<file path="src/rtl/quad_phase_pkg.sv">
// Shared types for the quadrature phase monitor: FSM states,
// phase indices, sample encodings and the sample-to-phase decode.
package quad_phase_pkg;

  typedef enum logic {
    ACQUIRE = 1'b0,
    LOCKED  = 1'b1
  } state_e;

  localparam logic [1:0] PH0 = 2'd0;
  localparam logic [1:0] PH1 = 2'd1;
  localparam logic [1:0] PH2 = 2'd2;
  localparam logic [1:0] PH3 = 2'd3;

  // Sample order is {div4_0, div4_90}.
  localparam logic [1:0] S_PH0 = 2'b00;
  localparam logic [1:0] S_PH1 = 2'b10;
  localparam logic [1:0] S_PH2 = 2'b11;
  localparam logic [1:0] S_PH3 = 2'b01;

  function automatic logic [1:0] phase_of(
    input logic [1:0] s
  );
    logic [1:0] p;
    p = PH0;
    unique case (1'b1)
      (s == S_PH0): p = PH0;
      (s == S_PH1): p = PH1;
      (s == S_PH2): p = PH2;
      (s == S_PH3): p = PH3;
      default:      p = PH0;
    endcase
    return p;
  endfunction

endpackage

</file>
<file path="src/rtl/quad_phase_monitor_if.sv">
// Bundle between the divider side (master) and the monitor (slave).
// Carries the div4 pair, clear, and all monitor status outputs.
interface quad_phase_monitor_if #(
  parameter int CNT_W = 16
);
  logic             clock_div4_0;
  logic             clock_div4_90;
  logic             clear;
  logic [1:0]       phase;
  logic             locked;
  logic             err_pulse;
  logic             err_sticky;
  logic [CNT_W-1:0] cycle_count;

  modport master (
    output clock_div4_0, clock_div4_90, clear,
    input  phase, locked, err_pulse,
    input  err_sticky, cycle_count
  );

  modport slave (
    input  clock_div4_0, clock_div4_90, clear,
    output phase, locked, err_pulse,
    output err_sticky, cycle_count
  );
endinterface

</file>
<file path="src/rtl/quad_step_decode.sv">
// Classifies one step of the div4 pair: prev_i/s_i in,
// good_o (phase+1), wrap_o (good 3->0), phase_o (phase of s_i) out.
module quad_step_decode
  import quad_phase_pkg::*;
(
  input  logic [1:0] prev_i,
  input  logic [1:0] s_i,
  output logic       good_o,
  output logic       wrap_o,
  output logic [1:0] phase_o
);
  logic [1:0] pp;
  logic [1:0] pp_inc;

  assign pp      = phase_of(prev_i);
  assign pp_inc  = pp + 2'd1;
  assign phase_o = phase_of(s_i);
  assign good_o  = (phase_o == pp_inc);
  assign wrap_o  = good_o && (pp == PH3);
endmodule

</file>
<file path="src/rtl/quad_phase_monitor.sv">
// Lock/error monitor for the quadrature div4 clock pair.
// Ports: clock_in, reset (async high), bus (slave modport).
module quad_phase_monitor
  import quad_phase_pkg::*;
#(
  parameter int LOCK_COUNT = 4,
  parameter int CNT_W      = 16
) (
  input logic           clock_in,
  input logic           reset,
  quad_phase_monitor_if.slave bus
);
  localparam int GOAL = 4 * LOCK_COUNT;
  localparam int GW   = $clog2(GOAL + 1);

  logic [1:0]       s;
  logic [1:0]       ph;
  logic             good;
  logic             wrap;
  logic             step_good;
  logic             step_bad;
  logic             cnt_hit;

  state_e           state_q, state_d;
  logic [1:0]       prev_q;
  logic             prev_valid_q;
  logic [1:0]       phase_q;
  logic [GW-1:0]    good_cnt_q, good_cnt_d;
  logic             err_q, err_d;
  logic             sticky_q, sticky_d;
  logic [CNT_W-1:0] cnt_q, cnt_d;

  assign s = {bus.clock_div4_0, bus.clock_div4_90};

  quad_step_decode u_dec (
    .prev_i  (prev_q),
    .s_i     (s),
    .good_o  (good),
    .wrap_o  (wrap),
    .phase_o (ph)
  );

  // No step exists until prev holds a real sample.
  assign step_good = prev_valid_q & good;
  assign step_bad  = prev_valid_q & ~good;
  assign cnt_hit   = (good_cnt_q == GW'(GOAL - 1));

  always_ff @(posedge clock_in or posedge reset) begin
    if (reset) state_q <= ACQUIRE;
    else       state_q <= state_d;
  end

  always_comb begin
    state_d = state_q;
    unique case (state_q)
      ACQUIRE: if (step_good && cnt_hit) state_d = LOCKED;
      LOCKED:  if (step_bad)             state_d = ACQUIRE;
      default: state_d = ACQUIRE;
    endcase
  end

  always_comb begin
    good_cnt_d = good_cnt_q;
    err_d      = 1'b0;
    cnt_d      = cnt_q;
    sticky_d   = sticky_q;
    if (step_bad) begin
      good_cnt_d = '0;
    end else if (step_good && state_q == ACQUIRE) begin
      good_cnt_d = good_cnt_q + GW'(1);
    end
    if (state_q == LOCKED) begin
      err_d = step_bad;
      if (step_good && wrap) cnt_d = cnt_q + CNT_W'(1);
    end
    // clear beats a same-edge increment, a same-edge error beats clear.
    if (bus.clear) begin
      cnt_d    = '0;
      sticky_d = 1'b0;
    end
    if (err_d) sticky_d = 1'b1;
  end

  always_ff @(posedge clock_in or posedge reset) begin
    if (reset) begin
      prev_q       <= '0;
      prev_valid_q <= 1'b0;
      phase_q      <= PH0;
      good_cnt_q   <= '0;
      err_q        <= 1'b0;
      sticky_q     <= 1'b0;
      cnt_q        <= '0;
    end else begin
      prev_q       <= s;
      prev_valid_q <= 1'b1;
      phase_q      <= ph;
      good_cnt_q   <= good_cnt_d;
      err_q        <= err_d;
      sticky_q     <= sticky_d;
      cnt_q        <= cnt_d;
    end
  end

  assign bus.phase       = phase_q;
  assign bus.locked      = (state_q == LOCKED);
  assign bus.err_pulse   = err_q;
  assign bus.err_sticky  = sticky_q;
  assign bus.cycle_count = cnt_q;
endmodule

</file>
<file path="src/flat_wrapper.sv">
// flat-port wrapper written by rule: the top's interface ports become plain ports
module quad_phase_monitor_flat import quad_phase_pkg::*;
#(
  parameter int LOCK_COUNT = 4,
  parameter int CNT_W      = 16
)
  (clock_in, reset, bus_clock_div4_0, bus_clock_div4_90, bus_clear, bus_phase, bus_locked, bus_err_pulse, bus_err_sticky, bus_cycle_count);
  quad_phase_monitor_if #(.CNT_W(CNT_W)) bus_i ();
  input logic clock_in;
  input logic reset;
  input wire logic [$bits(bus_i.clock_div4_0)-1:0] bus_clock_div4_0;
  input wire logic [$bits(bus_i.clock_div4_90)-1:0] bus_clock_div4_90;
  input wire logic [$bits(bus_i.clear)-1:0] bus_clear;
  output wire logic [$bits(bus_i.phase)-1:0] bus_phase;
  output wire logic [$bits(bus_i.locked)-1:0] bus_locked;
  output wire logic [$bits(bus_i.err_pulse)-1:0] bus_err_pulse;
  output wire logic [$bits(bus_i.err_sticky)-1:0] bus_err_sticky;
  output wire logic [$bits(bus_i.cycle_count)-1:0] bus_cycle_count;
  assign bus_i.clock_div4_0 = bus_clock_div4_0;
  assign bus_i.clock_div4_90 = bus_clock_div4_90;
  assign bus_i.clear = bus_clear;
  assign bus_phase = bus_i.phase;
  assign bus_locked = bus_i.locked;
  assign bus_err_pulse = bus_i.err_pulse;
  assign bus_err_sticky = bus_i.err_sticky;
  assign bus_cycle_count = bus_i.cycle_count;
  quad_phase_monitor #(.LOCK_COUNT(LOCK_COUNT), .CNT_W(CNT_W)) u_core (.clock_in(clock_in), .reset(reset), .bus(bus_i));
endmodule
</file>
<file path="config.mk">
export PLATFORM = sky130hd
export DESIGN_NAME = quad_phase_monitor_flat
export DESIGN_NICKNAME = d
export VERILOG_FILES = /design/src/rtl/quad_phase_pkg.sv /design/src/rtl/quad_phase_monitor_if.sv /design/src/rtl/quad_step_decode.sv /design/src/rtl/quad_phase_monitor.sv /design/src/flat_wrapper.sv
export SDC_FILE = /design/constraint.sdc
export NUM_CORES = 1
export LEC_CHECK = 0
export CORE_MARGIN = 2
export CORE_UTILIZATION = 45
export CTS_BUF_LIST = sky130_fd_sc_hd__clkbuf_2 sky130_fd_sc_hd__clkbuf_4 sky130_fd_sc_hd__clkbuf_8
export CTS_CLUSTER_DIAMETER = 60
export CTS_CLUSTER_SIZE = 24
export DETAILED_ROUTE_END_ITERATION = 10
export PLACE_DENSITY_LB_ADDON = 0.05
export REMOVE_ABC_BUFFERS = 1
export SLEW_MARGIN = 20
export SYNTH_ARGS = -nofsm -noshare
export SYNTH_HDL_FRONTEND = slang
export SYNTH_HIERARCHICAL = 1
export SYNTH_SLANG_ARGS = --single-unit
</file>
<file path="constraint.sdc">
create_clock -name clock_in -period 3.7 [get_ports clock_in]
set_input_delay 0.925 -clock clock_in [delete_from_list [all_inputs] [get_ports clock_in]]
set_output_delay 0.925 -clock clock_in [all_outputs]
set_load 0.01 [all_outputs]
</file>
Word level (Yosys, flattened, before mapping) --
Cells that the tools add are included.
Cells by class: bitwise operators 4, reduce and logical (&&, ||, !) cells 9, equal/unequal tests 9, multiplexer cells 13, add/sub/neg operators 3
Operators by type and width (count):
- $mux W16 | 3
- $add A16 B1 Y16 const B | 1
- $pmux W2 S3 | 2
- $eq A2 B2 Y1 const B | 5
- $mux W5 | 2
- $reduce_bool A2 Y1 | 4
- $add A5 B1 Y5 const B | 1
- $eq A5 B4 Y1 const B | 1
- $mux W1 | 5
- $eq A2 B1 Y1 const B | 2
- $logic_and A1 B1 Y1 | 4
- $add A2 B1 Y2 const B | 1
- $and A1 B1 Y1 | 2
- $eq A2 B2 Y1 | 1
- $not A1 Y1 | 2
- $pmux W1 S2 | 1
- $reduce_and A2 Y1 | 1
Word-level totals: input bits 5, bits in registers 29, word-level logic and storage cells 46

Longest topological paths before layout --
Gate-level depths: netlist of the first run.
depth after elaboration 9, gate-level depth with buffers 10, mapped depth without buffers 9

Cells and area by module --
Netlist of the first run, hierarchy kept.
By module, submodules not included:
- quad_phase_monitor | seq. area each 725.7 um2, cells each 128, area each 1355.0 um2, times used 1
- quad_step_decode | seq. area each 0.0 um2, cells each 17, area each 150.1 um2, times used 1

Least setup slack after synthesis of the first run --
Ideal clock, no wire load.
path type input port to flip-flop, from input port bus_clock_div4_90, to register u_core.cnt_q[14] (netlist: u_core/bus.cycle_count[14]), setup time 125 ps, path buffers 0, stages on the path 9, path slack 937 ps, data arrival time 2639 ps, required time 3575 ps, path through inv_1 ha_1 o21bai_4 xor2_1 nor2_1 a41o_2 nand3_2 nor3_1 mux2_2
Between the ends: cells in the longest elaborated chain, start to end 7, elaborated cells on any way between the ends 10
Ends and longest elaborated chain:
- from (decl) | RTL line flat_wrapper.sv:12 | input wire logic [$bits(bus_i.clock_div4_90)-1:0] bus_clock_div4_90;
- $eq A2 B1 Y1, or another cell as far along | RTL line quad_phase_pkg.sv:30 | (s == S_PH3): p = PH3;
- $pmux W2 S3 * | RTL line quad_phase_pkg.sv:26 | unique case (1'b1)
- $eq A2 B2 Y1 * | RTL line quad_step_decode.sv:18 | assign good_o = (phase_o == pp_inc);
- named net u_core.good | RTL line quad_phase_monitor.sv:18 | logic good;
- $and A1 B1 Y1 or $logic_and A1 B1 Y1 (tied branches) | RTL line quad_phase_monitor.sv:44, quad_step_decode.sv:19
- $logic_and A1 B1 Y1 * | RTL line quad_phase_monitor.sv:74 | if (step_good && wrap) cnt_d = cnt_q + CNT_W'(1);
- $reduce_bool A2 Y1 (no source line) *
- $reduce_and A2 Y1 (no source line) *
- to (signal assigned) | RTL line quad_phase_monitor.sv:100 | cnt_q <= cnt_d;
- to (decl) | RTL line quad_phase_monitor.sv:31 | logic [CNT_W-1:0] cnt_q, cnt_d;
Mark *: on every way through the listed nets, which the timed path passes. The rest lies on a longest branch. A chain may end at the register's enable or synchronous reset.

Worst setup path in the final report of the first run --
Ends and elaborated chain as after synthesis.

==> key figures, run 1 <==
Place
  – DPL Wire Length: 1.96 mm
  – Placer Congestion: 0.787
  – DP Cell Count: 212
  – Port Buffer Count: 25

Setup path
  – Crit path largest cell delay: 0.53 ns
  – Crit end category: flop
  – Cells along the critical path: clkdlybuf4s50_1, inv_1, ha_1, o21bai_4, xor2_1, nor2_1, a41o_2, nand3_2, nor3_1, mux2_2
  – Worst-path fanout max: 7
  – CP required: 3.92 ns
  – CP Launch Type: primary input
  – CP Data Arrival Time: 3.38 ns
  – Slowest stage cell, crit path: clkdlybuf4s50_1
  – Setup Crit Path Kind: primary input to flop

STA
  – Hold Fails Final Rpt: 0
  – Final period util: 85.3%
  – Clock skew: 0.0142 ns
  – Total negative setup slack: 0 ns
  – Setup Viol. Count Final: 0
  – Slew HR: 46.8%
  – Min cycle time layout: 3.16 ns
  – Worst Tran Pin Value: 0.797 ns
  – Unrepaired setup endpoints after global routing: false
  – Final Max Slew Viols: 0
  – Maximum clock rate: 317 MHz

Clocking
  – Resized Gates After CTS: 0
  – CTS tree: done
  – Clock root buffer: clkbuf_4
  – Post-CTS Setup Inserts: 0
  – TritonCTS Sinks: 29
  – Clk slew on worst S/H paths: 0.10 ns
  – Post-CTS Hold Buffers: 0
  – Worst skew pair latency: 0.33 ns
  – Longest Clk Path Bufs: 2
  – CTS buffer count: 5
  – H-tree depth: 2

Final layout
  – Layout fillers: 289
  – Synthesis-to-finish area growth: 27.0%
  – Final Non-Filler Cells: 220
  – Area of the multi-input gates: 729 sq um
  – Diode count: 0
  – Layout cells sized above 1: 11.4%
  – Register Area: 726 sq um
  – Final net count: 189

Global route
  – Initial antenna violation count: 0
  – Global-route usage over all layers: 16.3%
  – Largest net degree at the start of global routing: 22
  – Total gr overflow: 0
  – Number of global-route vias before repair: 1008
  – First-pass GRT wire length: 4.42 mm

Synth
  – Compound-gate portion of the synthesized area: 7.40%
  – Simple-Gate Fraction of Synth Area: 23.2%
  – Mux cell area share after synthesis: 3.16%
  – Largest family of logic cells by synthesized area: simple AND/OR/NAND/NOR gates
  – Synth Register Bits: 29
  – Post-Synth XOR/XNOR Area: 6.98%
  – Ys Warns: 6
  – Asr flop ratio synth: 100%
  – Sequential fraction of the synthesis area: 48.2%
  – Syn Std Cell Area: 0.00151 sq mm
  – Number of distinct library cells after synthesis: 35
  – Cells after synthesis: 145
  – Post-synth top flop: dfrtp_1
  – Adder-cell area share of the yosys netlist: 7.48%
  – Post-synth top area cell: dfrtp_1
  – Post-synth EDFFs: 0
  – Top-area cell type share of the netlist area: 48.2%
  – Most area-consuming cells after synthesis: dfrtp_1, ha_1, xor2_1
  – Mean Syn Cell Area: 10.4 sq um

Worst hold path
  – Hold crit path type: flop to flop

Power and ir drop
  – Leakage power: 0.896 nW
  – Power density over the cells: 370 mW/mm^2
  – Worst vdd ir: 0.000268 V

Die
  – Initial Util: 48.1%
  – Die Footprint: 0.00382 sq mm
  – Core area: 0.00313 sq mm
  – I/O pin cnt: 26
  – Row count: 20
  – Die H: 61.8 um
  – Die span in x: 61.8 um

Detailed routing
  – Mean routed wirelength per cell: 12.4 um
  – Vias per std cell: 5.06
  – Post-Route M1 WL: 1.34 mm
  – DR vias: 1113
  – DRC viols: 0
  – Met3 WL: 115 um
  – Metal2 WL: 1.24 mm
  – Final wirelength: 2.73 mm
  – Top Layer Used: met4
  – Iteration-0 DRC Markers: 35
  – Initial DRT Pass Iterations: 2
  – Post-route ant nets: 0

Job
  – Max cap viols: 0

Status
  – Status: completed
[report_power, final]
part           switching (mW)  total (mW)  internal, mW
Combinational          0.0317      0.0550        0.0233
Sequential            0.00539       0.329         0.324
Clock                   0.114       0.323         0.209
Total                   0.151       0.708         0.557
[flip-flops by register name (all words and copies together), names as in the netlist]
| name | cells |
|---|---|
| u_core/prev_valid_q | 1 |
| u_core/good_cnt_q | 5 |
| u_core/bus.locked | 1 |
| u_core/bus.err_sticky | 1 |
| u_core/bus.err_pulse | 1 |
| u_core/bus.cycle_count | 16 |
| u_core/bus.phase | 2 |
| u_core/prev_q | 2 |
[metrics by stage]
step           hold slack [ns]  worst slack [ns]  util, %  area (sq um)  power [mW]
6_report                 0.485             0.545     61.1          1910       0.708
5_1_grt                  0.502             0.398     61.1          1910       0.740
4_1_cts                  0.491             0.558     61.1          1910       0.716
3_5_place_dp             0.467             0.204     57.8          1810       0.391
3_3_place_gp             0.461             0.263     57.8          1810       0.390
2_1_floorplan            0.448             0.937        -          1490       0.370
[worst paths after layout]
path	from	to	slack (ns)	depth (start not counted)
min in group asynchronous	reset	u_core/bus.err_pulse	1.03	2
max	bus_clock_div4_90	u_core/bus.cycle_count[14]	0.54	10
max in group asynchronous	reset	u_core/bus.cycle_count[9]	2.02	3
min	u_core/bus.err_sticky	u_core/bus.err_sticky	0.48	1
max reg2reg	u_core/prev_q[0]	u_core/bus.cycle_count[14]	1.36	8
min reg2reg	u_core/bus.err_sticky	u_core/bus.err_sticky	0.48	1
[metal layers]
layer	vias up	GRT usage, %
met5	-	0
met4	0	9.12
met1	531	22.2
li1	556	-
met2	20	23.5
met3	6	4.35
[cells in the final DEF, fill, tap and decap left out, drive strengths merged, types with 2 or more instances in the layout]
cell	instances
nor2b	3
a21oi	4
and4	5
dfrtp	29
nor3	3
a31o	2
inv	9
ha	9
nor2	19
xor2	11
nand4	9
mux2	3
buf	2
and2	3
a21o	3
nand3	4
clkbuf	5
bufinv	2
nand2	10
and3	3
clkdlybuf4s50	25
[synth_stat cells, types with 2 or more instances]
cell,number
and2_1,3
nor2b_1,3
dfrtp_1,29
nand2_1,10
clkbuf_1,3
and3_1,2
a21o_1,3
nand3_2,2
nor2_1,19
mux2_2,2
inv_1,9
nand3_1,2
ha_1,9
a21oi_1,4
nor3_1,3
nand4_1,9
and4_1,5
xor2_1,11
[layout make-up]
class / count / share of cell area (%)
Timing Repair Buffer: 27 / 13.9
Clock buffer: 5 / 1.96
Clock inverter: 3 / 3.40
Inverter: 9 / 1.77
Multi-Input combinational cell: 103 / 38.2
Sequential cell: 29 / 38.0
Tap cell: 44 / 2.88
[cell families after synthesis]
group,count (synthesis)
muxes,4
adders and majority gates,9
and+or+nand+nor,63
other,1
AOI/OAI and AO/OA,14
buffers and inverters,13
DFF,29
xor gates and xnor gates,12
[critical path: cells and delay by family]
family / cells / cell delay, ns
AOI/OAI and AO/OA: 2 / 0.51
xor gates and xnor gates: 1 / 0.18
adders and majority gates: 1 / 0.19
buffers and inverters: 2 / 0.59
muxes: 1 / 0.35
and+or+nand+nor: 3 / 0.62
No activity file was read; power rests on OpenSTA's default activity.
==> run 2, diff against run 1 <==
- CORE_ASPECT_RATIO: not set -> 0.5
- HOLD_SLACK_MARGIN: not set -> 0.15
==> run 2 against run 1 <==
Non-clock buffer count up 1. Global-route usage up 0.41 points. Clock skew down 0.011 ns.
==> key figures, run 2 (same netlist as run 1, synthesis figures left out) <==
Clocking
  – H-tree depth: 2 (unchanged)
  – CTS buffer count: 5 (unchanged)
  – Post-CTS Setup Inserts: 0 (unchanged)
  – Longest Clk Path Bufs: 2 (unchanged)
  – Clk slew on worst S/H paths: 0.06 ns (-0.04 ns)
  – Clock root buffer: clkbuf_8
  – TritonCTS Sinks: 29 (unchanged)
  – CTS tree: done
  – Resized Gates After CTS: 0 (unchanged)
  – Worst skew pair latency: 0.28 ns (-0.05 ns)
  – Post-CTS Hold Buffers: 0 (unchanged)

Detailed routing
  – DRC viols: 0 (unchanged)
  – Mean routed wirelength per cell: 12.3 um (-0.50%)
  – Initial DRT Pass Iterations: 6 (+4)
  – DR vias: 1110 (-0.27%)
  – Iteration-0 DRC Markers: 61 (+74%)
  – Post-route ant nets: 0 (unchanged)
  – Final wirelength: 2.67 mm (-2.3%)
  – Vias per std cell: 5.14 (+1.6%)

Worst hold path
  – Min-Delay Path Depth: 1 (unchanged)
  – Worst hold start: u_core/bus.err_sticky
  – Worst Hold End: u_core/bus.err_sticky
  – Hold crit path type: flop to flop

Final layout
  – Max FFs per register: 16 (unchanged)
  – Synthesis-to-finish area growth: 26.4%
  – Final net count: 190 (+0.53%)
  – Layout fillers: 266 (-8.0%)
  – Commonest non-fill, non-tap cells in the layout: dfrtp_1, clkdlybuf4s50_1, nor2_1, xor2_1, nand2_1
  – Leading cell type in the layout, fill and taps excluded: dfrtp_1
  – Layout cells sized above 1: 11.4% (unchanged)
  – Diode count: 0 (unchanged)

Die
  – Core area: 0.00310 sq mm (-0.88%)
  – Initial Util: 48.5% (+0.43 points)
  – Row count: 14 (-30%)
  – Die H: 44.9 um (-27%)
  – I/O pin cnt: 26 (unchanged)
  – Die span in x: 85.8 um (+39%)
  – Die Footprint: 0.00385 sq mm (+0.73%)

Setup path
  – CP Launch Type: primary input
  – CP required: 3.86 ns (-0.06 ns)
  – Slowest stage cell, crit path: clkdlybuf4s50_1
  – CP Data Arrival Time: 3.24 ns (-0.14 ns)
  – Setup Crit Path Kind: primary input to flop
  – Worst-path fanout max: 7 (unchanged)
  – R2R setup slack: 1.52 ns (+0.16 ns)
  – R2r endpoint: u_core/bus.cycle_count[14]
  – Cells along the critical path: clkdlybuf4s50_1, inv_1, ha_1, o21bai_4, xor2_1, nor3b_2, a41o_2, nand3_2, nor3_1, mux2_2
  – Crit path largest cell delay: 0.53 ns (about the same)
  – Crit end category: flop
  – R2R cell count: 8 (unchanged)
  – RR Startpoint: u_core/prev_q[0]

STA
  – Clock skew: 0.00297 ns (-0.0112 ns)
  – Setup Viol. Count Final: 0 (unchanged)
  – Min cycle time layout: 3.08 ns (-0.0773 ns)
  – Final Max Slew Viols: 0 (unchanged)
  – Hold Fails Final Rpt: 0 (unchanged)
  – Final period util: 83.2% (-2.1 points)
  – Worst hold slack: 0.479 ns (-0.00626 ns)
  – Unrepaired setup endpoints after global routing: false
  – Maximum clock rate: 325 MHz (+2.5%)
  – Total negative setup slack: 0 ns (unchanged)

Global route
  – Largest net degree at the start of global routing: 30 (+36%)
  – Initial antenna violation count: 0 (unchanged)
  – Number of global-route vias before repair: 1058 (+5.0%)
  – Total gr overflow: 0 (unchanged)
  – Global-route usage over all layers: 16.7% (+0.41 points)
  – First-pass GRT wire length: 4.76 mm (+7.7%)

Place
  – Placer Congestion: 0.733 (-6.8%)
  – DPL Wire Length: 1.88 mm (-3.7%)
  – Port Buffer Count: 25 (unchanged)

Job
  – Max cap viols: 0 (unchanged)

Power and ir drop
  – Power density over the cells: 346 mW/mm^2 (-6.6%)
  – Leakage power: 0.893 nW (-0.26%)
  – Worst vdd ir: 0.000190 V (-29%)

Status
  – Status: completed
-- run 2: changes by cell type in the layout (fill, tap and decap cells not counted) --
| cell | change |
|---|---|
| buf_4 | +1 |
| clkbuf_8 | +6 |
| bufinv_16 | -2 |
| clkinv_2 | -1 |
| clkbuf_4 | -4 |
-- run 2: area by class of cell --
| cell class | instances | area, sq um | area share [%] |
|---|---|---|---|
| Multi-Input combinational cell | 103 | 729 | 38.4 |
| Tap cell | 40 | 50.0 | 2.63 |
| Clock buffer | 7 | 90.1 | 4.74 |
| Timing Repair Buffer | 28 | 273 | 14.3 |
| Sequential cell | 29 | 726 | 38.2 |
| Inverter | 9 | 33.8 | 1.78 |
-- run 2: worst max-delay path, delay by kind of cell --
| kind | cells | cell delay [ns] |
|---|---|---|
| xor+xnor | 1 | 0.18 |
| mux | 1 | 0.35 |
| simple gates | 3 | 0.52 |
| buf+inv | 2 | 0.59 |
| compound gates | 2 | 0.48 |
| fa+ha+maj | 1 | 0.20 |
-- run 2: stage by stage --
| step | cells | total power [mW] | instance area [sq um] | utilization [%] | setup WS (ns) |
|---|---|---|---|---|---|
| after detailed placement | 209 | 0.396 | 1810 | 58.4 | 0.319 |
| after global placement | 209 | 0.394 | 1810 | 58.4 | 0.421 |
| after floorplan | 141 | 0.370 | 1490 | - | 0.937 |
| after global routing | 216 | 0.693 | 1900 | 61.3 | 0.468 |
| after CTS | 216 | 0.670 | 1900 | 61.3 | 0.613 |
| final | 216 | 0.658 | 1900 | 61.3 | 0.622 |
-- run 2: worst max-delay path by stage --
stage / from / to / slack (ns)
after floorplan: bus_clock_div4_90 / u_core/bus.cycle_count[14] / 0.94
after global placement: bus_clock_div4_90 / u_core/bus.cycle_count[14] / 0.42
after detailed placement: bus_clock_div4_90 / u_core/bus.cycle_count[14] / 0.32
after CTS: bus_clock_div4_90 / u_core/bus.cycle_count[14] / 0.61
after global routing: bus_clock_div4_90 / u_core/bus.cycle_count[14] / 0.47
final: bus_clock_div4_90 / u_core/bus.cycle_count[14] / 0.62
-- run 2: routing by layer --
layer | share of wire [%] | global-route usage (%) | vias to the layer above
li1 | - | - | 562
met1 | 51 | 21.1 | 521
met2 | 44 | 26.4 | 23
met3 | 4.4 | 6.58 | 4
met4 | 1.2 | 6.67 | 0
met5 | 0 | 0 | -
-- run 2: power by group --
part | internal [mW] | total, mW | leakage [nW] | switching, mW
logic | 0.0259 | 0.0586 | 0.452 | 0.0327
registers | 0.325 | 0.330 | 0.394 | 0.00577
clock network | 0.155 | 0.269 | 0.0477 | 0.114
==> run 3, diff against run 2 <==
- clock period: 3.7 -> 2.8 ns (I/O delays scaled with it)
==> run 3 against run 2 <==
Clock power grew 32%. Largest power group unchanged. Cell area rose by 2.1%. Register-to-register slack got worse by 0.81 ns. Flip-flop and latch count stayed put. Critical endpoint is now u_core/bus.cycle_count[15]. Power rose by 32%. Critical path depth up 1.
==> key figures, run 3 (same netlist as run 1, synthesis figures left out) <==
Final layout
  – Leading cell type in the layout, fill and taps excluded: dfrtp_1
  – Final net count: 194 (+2.1%)
  – Synthesis-to-finish area growth: 29.0%
  – Layout fillers: 265 (-0.38%)
  – Max FFs per register: 16 (unchanged)
  – Commonest non-fill, non-tap cells in the layout: dfrtp_1, clkdlybuf4s50_1, nor2_1, xor2_1, nand2_1
  – Layout cells sized above 1: 13.9% (+2.5 points)
  – Final cell utilization of the core: 62.6% (+1.3 points)
  – Area of the multi-input gates: 734 sq um (+0.69%)
  – Diode count: 0 (unchanged)
  – Final Non-Filler Cells: 220 (+1.9%)
  – Register Area: 726 sq um (unchanged)

Die
  – Die span in x: 85.8 um (unchanged)
  – Core area: 0.00310 sq mm (unchanged)
  – Row count: 14 (unchanged)
  – Die Footprint: 0.00385 sq mm (unchanged)
  – I/O pin cnt: 26 (unchanged)
  – Die H: 44.9 um (unchanged)
  – Initial Util: 48.5% (unchanged)

Status
  – Status: completed

Place
  – DPL Wire Length: 1.96 mm (+4.1%)
  – DP Cell Count: 213 (+1.9%)
  – Port Buffer Count: 25 (unchanged)
  – Placer Congestion: 0.716 (-2.3%)

Clocking
  – Worst skew pair latency: 0.27 ns (about the same)
  – Clock root buffer: clkbuf_8
  – H-tree depth: 2 (unchanged)
  – TritonCTS Sinks: 29 (unchanged)
  – CTS tree: done
  – CTS buffer count: 5 (unchanged)
  – Clk slew on worst S/H paths: 0.06 ns (about the same)
  – Post-CTS Setup Inserts: 0 (unchanged)
  – Longest Clk Path Bufs: 2 (unchanged)

Global route
  – Total gr overflow: 0 (unchanged)
  – Initial antenna violation count: 0 (unchanged)
  – Global-route usage over all layers: 16.6% (-0.15 points)
  – Largest net degree at the start of global routing: 30 (unchanged)
  – Number of global-route vias before repair: 1107 (+4.6%)
  – First-pass GRT wire length: 4.85 mm (+1.9%)

STA
  – Final period util: 83.9%
  – Maximum clock rate: 426 MHz
  – Setup Viol. Count Final: 0 (unchanged)
  – Final Max Slew Viols: 0 (unchanged)
  – Hold Fails Final Rpt: 0 (unchanged)
  – Unrepaired setup endpoints after global routing: false
  – Clock skew: 0.00412 ns (+0.00115 ns)
  – Min cycle time layout: 2.35 ns
  – Total negative setup slack: 0 ns (unchanged)

Detailed routing
  – DRC viols: 0 (unchanged)
  – Mean routed wirelength per cell: 12.9 um (+4.8%)
  – Post-route ant nets: 0 (unchanged)
  – Initial DRT Pass Iterations: 6 (unchanged)
  – Vias per std cell: 5.23 (+1.8%)
  – Final wirelength: 2.84 mm (+6.7%)
  – Iteration-0 DRC Markers: 41 (-33%)
  – DR vias: 1151 (+3.7%)

Setup path
  – CP required: 3.01 ns (-0.85 ns)
  – Setup Crit Path Kind: primary input to flop
  – CP Data Arrival Time: 2.55 ns (-0.69 ns)
  – Crit end category: flop
  – Worst-path fanout max: 3 (-4)
  – R2R setup slack: 0.71 ns (-0.81 ns)
  – CP Launch Type: primary input

Job
  – Max cap viols: 0 (unchanged)

Worst hold path
  – Hold crit path type: flop to flop

Power and ir drop
  – Leakage power: 0.932 nW (+4.3%)
  – Power density over the cells: 448 mW/mm^2 (+30%)
  – Worst vdd ir: 0.000288 V (+52%)
==> run 3: final cells by class <==
cell class,count,share of cell area (%)
sequential,29,37.4
tap,40,2.58
multi-input combinational,103,37.8
clock buffer,7,4.64
timing repair buffer,32,15.9
inverter,9,1.74
==> run 3: worst max-delay path, stage by stage <==
cell            delay, ns
dlymetal6s2s_1       0.13
inv_1                0.08
ha_1                 0.21
o21bai_4             0.15
xor2_1               0.22
nor2_1               0.09
a41o_2               0.31
and3_4               0.20
buf_4                0.14
a31o_1               0.20
a21oi_1              0.11
==> run 3: final timing paths <==
path	start	to	depth (start not counted)
max	bus_clock_div4_0	u_core/bus.cycle_count[15]	11
min	u_core/bus.err_sticky	u_core/bus.err_sticky	1
max reg2reg	u_core/prev_q[0]	u_core/bus.cycle_count[15]	10
min reg2reg	u_core/bus.err_sticky	u_core/bus.err_sticky	1
max in group asynchronous	reset	u_core/bus.phase[1]	3
min in group asynchronous	reset	u_core/bus.cycle_count[10]	3
==> run 3: stage by stage <==
stage | hold WS [ns] | worst slack (ns) | total power, mW | instance area, sq um
final | 0.476 | 0.450 | 0.870 | 1940
after global routing | 0.490 | 0.367 | 0.912 | 1940
after CTS | 0.480 | 0.0526 | 0.885 | 1930
after detailed placement | 0.466 | -0.247 | 0.525 | 1840
after global placement | 0.464 | -0.184 | 0.522 | 1840
after floorplan | 0.448 | 0.262 | 0.489 | 1490
==> run 3: per-layer routing <==
metal	vias up	routed length (um)	GRT usage (%)
met4	0	10	4.76
li1	574	-	-
met3	2	116	6.03
met1	557	1430	20.8
met2	18	1290	27.7
met5	-	0	0
==> run 3: report_power, final <==
group          total (mW)  leakage, nW  internal, mW  switching, mW
clock network       0.355       0.0477         0.204          0.150
registers           0.437        0.394         0.429        0.00779
logic              0.0788        0.490        0.0349         0.0439
total               0.870        0.932         0.668          0.202
==> run 3: what timing repair did <==
item	CTS	global route
setup endpoints to repair	0	3
endpoints found under the hold margin	0	0
hold buffers	0	0
gates resized for setup	0	3
